### src/rtl/id_operand_stage.sv
// id_operand_stage: decode-stage operand fetch and ID/EX pipeline register.
//   - Register-file read addresses come straight from the rs/rt indices.
//   - EX/MEM/WB results are forwarded over the register-file read data.
//     The nearest producer wins, and index 0 always reads as zero.
//   - A load in EX followed by a dependent instruction in ID raises a
//     one-cycle stall. After that, the MEM forward supplies the loaded value.
//   - Operands and control move into EX after one cycle. A bubble is
//     inserted on flush or stall. A global hold freezes EX, and a flush seen
//     during a hold is remembered until the hold drops.
// Optional build macro HAZARD_STAT_EN: adds the stat_stall/stat_flush event
// counters. If the macro is not defined, the counters do not exist.
module id_operand_stage #(
  parameter int DW = 32,
  parameter int AW = 5
) (
  input  logic          clk,
  input  logic          rst_n,
  input  logic          id_valid,
  input  logic [AW-1:0] id_rs,
  input  logic [AW-1:0] id_rt,
  input  logic          id_use_rs,
  input  logic          id_use_rt,
  input  logic [AW-1:0] id_rd,
  input  logic          id_we,
  input  logic          id_load,
  input  logic [DW-1:0] id_imm,
  output logic [AW-1:0] rf_ra,
  output logic [AW-1:0] rf_rb,
  input  logic [DW-1:0] rf_da,
  input  logic [DW-1:0] rf_db,
  input  logic [DW-1:0] ex_res,
  input  logic          mem_we,
  input  logic [AW-1:0] mem_rd,
  input  logic [DW-1:0] mem_data,
  input  logic          wb_we,
  input  logic [AW-1:0] wb_rd,
  input  logic [DW-1:0] wb_data,
  input  logic          flush,
  input  logic          hold,
  output logic          stall,
`ifdef HAZARD_STAT_EN
  output logic [DW-1:0] stat_stall,
  output logic [DW-1:0] stat_flush,
`endif
  output logic          ex_valid,
  output logic [DW-1:0] ex_a,
  output logic [DW-1:0] ex_b,
  output logic [DW-1:0] ex_imm,
  output logic [AW-1:0] ex_rd,
  output logic          ex_we,
  output logic          ex_load
);

  logic          ex_valid_q, ex_valid_d;
  logic          ex_we_q, ex_we_d;
  logic          ex_load_q, ex_load_d;
  logic [AW-1:0] ex_rd_q, ex_rd_d;
  logic [DW-1:0] ex_a_q, ex_a_d;
  logic [DW-1:0] ex_b_q, ex_b_d;
  logic [DW-1:0] ex_imm_q, ex_imm_d;
  logic          flush_pend_q, flush_pend_d;
  logic          ex_fwd_ok;
  logic          haz;
  logic [DW-1:0] op_a, op_b;

  // Forwarding priority: zero register, then EX, then MEM, then WB, then the RF.
  // WB is included because the RF write lands on the same edge as this read.
  function automatic logic [DW-1:0] bypass(
    input logic [AW-1:0] src,
    input logic [DW-1:0] rf_data,
    input logic          ex_ok,
    input logic [AW-1:0] ex_dst,
    input logic [DW-1:0] ex_val,
    input logic          m_we,
    input logic [AW-1:0] m_dst,
    input logic [DW-1:0] m_val,
    input logic          w_we,
    input logic [AW-1:0] w_dst,
    input logic [DW-1:0] w_val
  );
    if (src == '0)                    return '0;
    else if (ex_ok && ex_dst == src)  return ex_val;
    else if (m_we && m_dst == src)    return m_val;
    else if (w_we && w_dst == src)    return w_val;
    else                              return rf_data;
  endfunction

  assign rf_ra = id_rs;
  assign rf_rb = id_rt;

  // A load still in EX has no result yet, so it is never forwarded from EX.
  assign ex_fwd_ok = ex_valid_q & ex_we_q & ~ex_load_q;

  // Compute the operands and the load-use hazard from the current pipeline state.
  always_comb begin
    op_a = bypass(id_rs, rf_da, ex_fwd_ok, ex_rd_q, ex_res,
                  mem_we, mem_rd, mem_data, wb_we, wb_rd, wb_data);
    op_b = bypass(id_rt, rf_db, ex_fwd_ok, ex_rd_q, ex_res,
                  mem_we, mem_rd, mem_data, wb_we, wb_rd, wb_data);
    haz  = id_valid & ex_valid_q & ex_load_q & (ex_rd_q != '0) &
           ((id_use_rs & (ex_rd_q == id_rs)) | (id_use_rt & (ex_rd_q == id_rt)));
  end

  // Flush (now or pending) overrides stall. Stall is forced low during reset.
  assign stall = haz & ~flush & ~flush_pend_q & rst_n;

  // Next state of the ID/EX register: hold, then flush bubble, then stall bubble, then load.
  always_comb begin
    ex_valid_d   = ex_valid_q;
    ex_we_d      = ex_we_q;
    ex_load_d    = ex_load_q;
    ex_rd_d      = ex_rd_q;
    ex_a_d       = ex_a_q;
    ex_b_d       = ex_b_q;
    ex_imm_d     = ex_imm_q;
    flush_pend_d = flush_pend_q;
    if (hold) begin
      if (flush) flush_pend_d = 1'b1;
    end else if (flush || flush_pend_q || stall) begin
      ex_valid_d   = 1'b0;
      ex_we_d      = 1'b0;
      ex_load_d    = 1'b0;
      ex_rd_d      = '0;
      ex_a_d       = '0;
      ex_b_d       = '0;
      ex_imm_d     = '0;
      flush_pend_d = 1'b0;
    end else begin
      ex_valid_d = id_valid;
      ex_we_d    = id_we & id_valid;
      ex_load_d  = id_load & id_valid;
      ex_rd_d    = id_rd;
      ex_a_d     = op_a;
      ex_b_d     = op_b;
      ex_imm_d   = id_imm;
    end
  end

  // ID/EX pipeline register and the pending-flush flag.
  always_ff @(posedge clk or negedge rst_n) begin
    if (!rst_n) begin
      ex_valid_q   <= 1'b0;
      ex_we_q      <= 1'b0;
      ex_load_q    <= 1'b0;
      ex_rd_q      <= '0;
      ex_a_q       <= '0;
      ex_b_q       <= '0;
      ex_imm_q     <= '0;
      flush_pend_q <= 1'b0;
    end else begin
      ex_valid_q   <= ex_valid_d;
      ex_we_q      <= ex_we_d;
      ex_load_q    <= ex_load_d;
      ex_rd_q      <= ex_rd_d;
      ex_a_q       <= ex_a_d;
      ex_b_q       <= ex_b_d;
      ex_imm_q     <= ex_imm_d;
      flush_pend_q <= flush_pend_d;
    end
  end

  assign ex_valid = ex_valid_q;
  assign ex_we    = ex_we_q;
  assign ex_load  = ex_load_q;
  assign ex_rd    = ex_rd_q;
  assign ex_a     = ex_a_q;
  assign ex_b     = ex_b_q;
  assign ex_imm   = ex_imm_q;

`ifdef HAZARD_STAT_EN
  logic [DW-1:0] stat_stall_q, stat_stall_d;
  logic [DW-1:0] stat_flush_q, stat_flush_d;

  // Count stall bubbles and flush bubbles. Hold cycles insert neither, so they are not counted.
  always_comb begin
    stat_stall_d = stat_stall_q;
    stat_flush_d = stat_flush_q;
    if (!hold && stall)                      stat_stall_d = stat_stall_q + DW'(1);
    if (!hold && (flush || flush_pend_q))    stat_flush_d = stat_flush_q + DW'(1);
  end

  // Hazard event counters; they wrap naturally.
  always_ff @(posedge clk or negedge rst_n) begin
    if (!rst_n) begin
      stat_stall_q <= '0;
      stat_flush_q <= '0;
    end else begin
      stat_stall_q <= stat_stall_d;
      stat_flush_q <= stat_flush_d;
    end
  end

  assign stat_stall = stat_stall_q;
  assign stat_flush = stat_flush_q;
`endif

endmodule

### config.mk
export PLATFORM = sky130hd
export DESIGN_NAME = id_operand_stage
export DESIGN_NICKNAME = d
export VERILOG_FILES = /design/src/rtl/id_operand_stage.sv
export SDC_FILE = /design/constraint.sdc
export NUM_CORES = 1
export LEC_CHECK = 0
export CORE_MARGIN = 2
export CORE_UTILIZATION = 36
export CTS_BUF_LIST = sky130_fd_sc_hd__clkbuf_16
export DETAILED_ROUTE_END_ITERATION = 16
export PLACE_DENSITY_LB_ADDON = 0.3
export SYNTH_ARGS = -nofsm -noshare
export SYNTH_HDL_FRONTEND = slang
export SYNTH_SLANG_ARGS = --single-unit
export TNS_END_PERCENT = 50
### constraint.sdc
create_clock -name clk -period 2.2 [get_ports clk]
set_input_delay 0.22 -clock clk [delete_from_list [all_inputs] [get_ports clk]]
set_output_delay 0.22 -clock clk [all_outputs]
set_load 0.01 [all_outputs]
# Yosys cells after proc, flatten, opt, wreduce, memory -nomap -nowiden

Cells that the tools add are included.

Equality and inequality tests: 7
Muxes and demuxes: 18
Bitwise logic cells: 17
Reduce and logical (&&, ||, !) cells: 13

Operators with widths:

| operator             | count |
|---|---|
| $mux W32             | 11 |
| $eq A5 B5 Y1         | 6 |
| $and A1 B1 Y1        | 13 |
| $logic_not A5 Y1     | 2 |
| $logic_and A1 B1 Y1  | 6 |
| $mux W1              | 6 |
| $mux W5              | 1 |
| $reduce_bool A5 Y1   | 1 |
| $not A1 Y1           | 3 |
| $logic_or A1 B1 Y1   | 2 |
| $ne A2 B2 Y1 const B | 1 |
| $reduce_and A2 Y1    | 1 |
| $reduce_bool A2 Y1   | 1 |
| $or A1 B1 Y1         | 1 |

Register bits after elaboration: 105
Input bits: 228
Word-level logic and storage cells: 63

# Logic depth before layout (Yosys ltp)

Word-level depth: 10
Gate-level depth with buffers: 8

# Worst setup path after synthesis

OpenSTA, ideal clock, no wires.

Path type: reg-to-reg
Start point: reg ex_rd_q[1], in the netlist ex_rd[1]
End point: reg ex_a_q[0], in the netlist ex_a[0]
Arrival time: 2.035 ns
Required time: 2.113 ns
Slack: 0.078 ns
Cell stages (with the launch flop): 8
Cell sequence: dfrtp_1 -> or4_1 -> nor2_1 -> nor4_1 -> a2111oi_4 -> o21ai_1 -> clkbuf_1 -> a22oi_1

Cells in the longest elaborated chain, start to end: 9

Ends and longest elaborated chain:

| what                            | RTL line | RTL |
|---|---|---|
| start, declared                 | 57       | `logic [AW-1:0] ex_rd_q, ex_rd_d;` |
| start signal, assigned          | 154      | `ex_rd_q <= ex_rd_d;` |
| $eq A5 B5 Y1 (on tied branches) | 82, 101  |  |
| $and A1 B1 Y1                   | 101      | `((id_use_rs & (ex_rd_q == id_rs)) \| (id_use_rt & (ex_rd_q == id_rt)));` |
| $or A1 B1 Y1                    | 101      |  |
| $and A1 B1 Y1                   | 100      | `haz = id_valid & ex_valid_q & ex_load_q & (ex_rd_q != '0) &` |
| $and A1 B1 Y1 (3 in series)     | 105      | `assign stall = haz & ~flush & ~flush_pend_q & rst_n;` |
| $logic_or A1 B1 Y1              | 119      | `end else if (flush \|\| flush_pend_q \|\| stall) begin` |
| $mux W32 (*)                    | 119      |  |
| end signal, assigned            | 146      | `ex_a_q <= '0;` |
| end signal, assigned            | 155      | `ex_a_q <= ex_a_d;` |
| end, declared                   | 58       | `logic [DW-1:0] ex_a_q, ex_a_d;` |

Every way passes the cells marked *; elsewhere a longest branch is shown, timed or not.
A chain may end at the register's enable or synchronous reset.

# Final worst setup path

Same ends and word-level chain as after synthesis.

==> qor.yml <==
fill_cells: 1458
die_area_um2: 19000
io_pins: 343
rsz0062_at_grt: "yes"
setup_ws_ns: -0.111
ys_ff_latch: 105
initial_core_util_pct: 37.1
place_ws_ns: -0.250
die_w_um: 138
cp_common_cell: "buf_4"
numPortBuffers: 342
synth_mux_area_share_pct: 0
synth_compound_area_share_pct: 35.6
setup.worst_path.start_class: "flip-flop"
synth_nets: 975
clk_latency_ns: 0.36
wl_per_cell_um: 22.7
relSlewSlack_pct: 49.7
arrival_ns: 2.58
synth-adder-area-share_pct: 0
hold_ws_ns: 0.0535
setup_viol: 64
syn_to_final_growth_pct: 73.6
tightest_slew_ns: 0.754
cts.htree.levels: 3
yosys.area_share.simple_pct: 13.8
power.density_nw_per_um2: 493
drtPass1Iterations: 5
period_share_pct: 105
drt_iter0_markers: 594
cts_root_buffer: "clkbuf_16"
core_area_um2: 17400
finClkSkew_ns: 0.0110
place.gp.congestion: 0.954
worstPathRequired_ns: 2.47
grt_max_degree: 66
worstSetupPathType: "flip-flop to flip-flop"
numCtsBuffers: 9
clk_path_buf_depth: 2
maxCapViolCount: 0
end_kind: "flip-flop"
grt_overflow_total: 0
antenna_found_initial: 1
seq_area_frac_synth_pct: 40.7
critPathMaxFanout: 18
dp_hpwl_mm: 21.2
die_h_um: 138
vias_per_cell: 6.03
placed_area_um2: 10500
fin_area_um2: 11200
fmax_mhz: 433
clock_sinks: 105
maxSlewViolCount: 0
synthXorXnorAreaFrac_pct: 4.07
ys_types: 33
finalCriticalPeriod_ns: 2.31
final_antenna_net_count: 0
synth_warnings: 0
route.detailed.drc: 0
rows: 48
syn_avg_cell_area_um2: 8.64
ir_drop_mv: 0.452
p_leak_nw: 4.27
num_vias: 7963
synth_top_family_by_area: "compound AO/OA/AOI/OAI gates"
critPathSlowestCell: "or4_4"
synth_cells: 747
synth_area_um2: 6460
outcome: "finished, violations left"
clk_transition_reported_paths_ns: 0.08
grt_pass1_wl_mm: 43.9
drive_above_1_share_pct: 14.3
violations: "negative setup slack"
final_net_count: 1318
cp_slowest_stage_delay_ns: 0.55
grt.total_usage_pct: 30.3
grt_pass1_vias: 7971
hold_viol: 0
cts_tree: "done"
crit_chain: "or4_4 > nor2_4 > nor4_2 > a2111oi_4 > buf_4 > buf_4 > o21ai_4 > buf_12 > a22oi_2"
drt-total-wl_mm: 30.1
min_path_type: "primary input to asynchronous set/reset pin"
total_power_mw: 5.53
final_core_util_pct: 64.4
[per-layer routing]
layer  vias to the layer above  global-route usage (%)  wire, µm
li1                       3542                       -         -
met1                      3773                    37.3     11400
met4                         0                    16.0      1440
met2                       544                    49.4     14200
met3                       104                    6.98      3090
met5                         -                       0         0
[where the power goes]
| group | internal (mW) | switching [mW] | leakage (nW) |
|---|---|---|---|
| Sequential | 2.06 | 0.0880 | 1.40 |
| Clock | 0.792 | 0.808 | 0.143 |
| Combinational | 0.983 | 0.800 | 2.72 |
| Total | 3.84 | 1.70 | 4.27 |
[logic make-up after synthesis]
| group | Yosys count |
|---|---|
| AO/OA/AOI/OAI | 333 |
| XOR/XNOR | 30 |
| buffers and inverters | 90 |
| flip-flops | 105 |
| AND/OR/NAND/NOR | 189 |
[worst max-delay path: cells and delay by family, from the launching register on]
kind | cells | cell delay, ns
AO/OA/AOI/OAI | 3 | 0.64
buffers and inverters | 3 | 0.46
flip-flops | 1 | 0.39
AND/OR/NAND/NOR | 3 | 0.71
[layout make-up]
class	count	area, µm²	area share (%)
diodes	1	2.50	0.0223
well taps	225	282	2.51
clock inverters	7	60.1	0.536
clock buffers	9	225	2.01
repair buffers	422	4260	38.0
multi-input cells	552	3750	33.5
flip-flops and latches	105	2630	23.4
[flip-flops by register name (all words and copies together) (netlist names)]
signal	flops
ex_a	32
ex_b	32
ex_imm	32
ex_load	1
ex_rd	5
ex_valid	1
ex_we	1
flush_pend_q	1
[layout by cell type, fill, tap and decap left out, types with 2 or more instances in the layout]
| cell | count |
|---|---|
| a21boi_0 | 34 |
| a21oi_1 | 30 |
| a22o_1 | 38 |
| a22oi_2 | 34 |
| a311o_1 | 2 |
| a311oi_1 | 30 |
| a32o_1 | 2 |
| buf_12 | 14 |
| buf_4 | 62 |
| clkbuf_16 | 13 |
| clkdlybuf4s50_1 | 338 |
| clkinv_4 | 2 |
| dfrtp_1 | 105 |
| inv_6 | 3 |
| nand2_1 | 100 |
| nand3_1 | 7 |
| nand4_1 | 34 |
| nor2_1 | 2 |
| nor2_4 | 2 |
| nor3_1 | 30 |
| nor4_4 | 2 |
| o211ai_1 | 64 |
| o21ai_0 | 65 |
| o21ai_1 | 18 |
| o21ai_2 | 11 |
| o21ai_4 | 2 |
| or4_1 | 3 |
| xnor2_1 | 23 |
| xor2_1 | 6 |
[Yosys cell counts (all sizes together)]
cell / count / area (µm²)
dfrtp: 105 / 2630
nand2: 100 / 375
o21ai: 96 / 480
clkbuf: 76 / 285
o211ai: 64 / 480
a22o: 38 / 333
a21boi: 34 / 255
a22oi: 34 / 255
nand4: 34 / 213
a21oi: 30 / 150
a311oi: 30 / 263
nor3: 30 / 150
xnor2: 24 / 210
buf: 14 / 93.8
nand3: 8 / 40.0
xor2: 6 / 52.6
nor2: 4 / 15.0
nor4: 4 / 31.3
or4: 4 / 30.0
a311o: 2 / 20.0
a32o: 2 / 20.0
a2111oi: 1 / 27.5
and2: 1 / 6.26
and3: 1 / 6.26
nand3b: 1 / 7.51
o21a: 1 / 7.51
o22ai: 1 / 6.26
or2: 1 / 6.26
or3b: 1 / 8.76
[stage by stage]
step	cells	TNS (ns)
3_3_place_gp	1298	-15.03
6_report	1321	-2.53
4_1_cts	1318	-0.361
3_5_place_dp	1298	-18.88
2_1_floorplan	747	0
5_1_grt	1321	-7.94
[what timing repair did]
item | 4_1_cts | 5_1_grt
endpoints found under the hold margin | 1 | 0
endpoints found under the setup margin | 90 | 105
setup buffers | 2 | 0
cloned | 2 | 2
resized for setup | 12 | 58
pin swaps | 0 | 2
hold buffers | 1 | 0
[path summary, 6_finish.rpt]
check	start	endpoint	slack [ns]	cells after the start
worst max-delay path	ex_rd[1]	ex_a[0]	-0.11	9
worst min-delay path	rst_n	ex_b[3]	0.05	2
worst max register to register	ex_rd[1]	ex_a[0]	-0.11	9
worst min register to register	ex_a[20]	ex_a[20]	0.49	2
max in group asynchronous	rst_n	ex_a[10]	0.90	3
min in group clk	id_rd[4]	ex_rd[4]	0.45	2
Power figures use the tool's default switching activity.
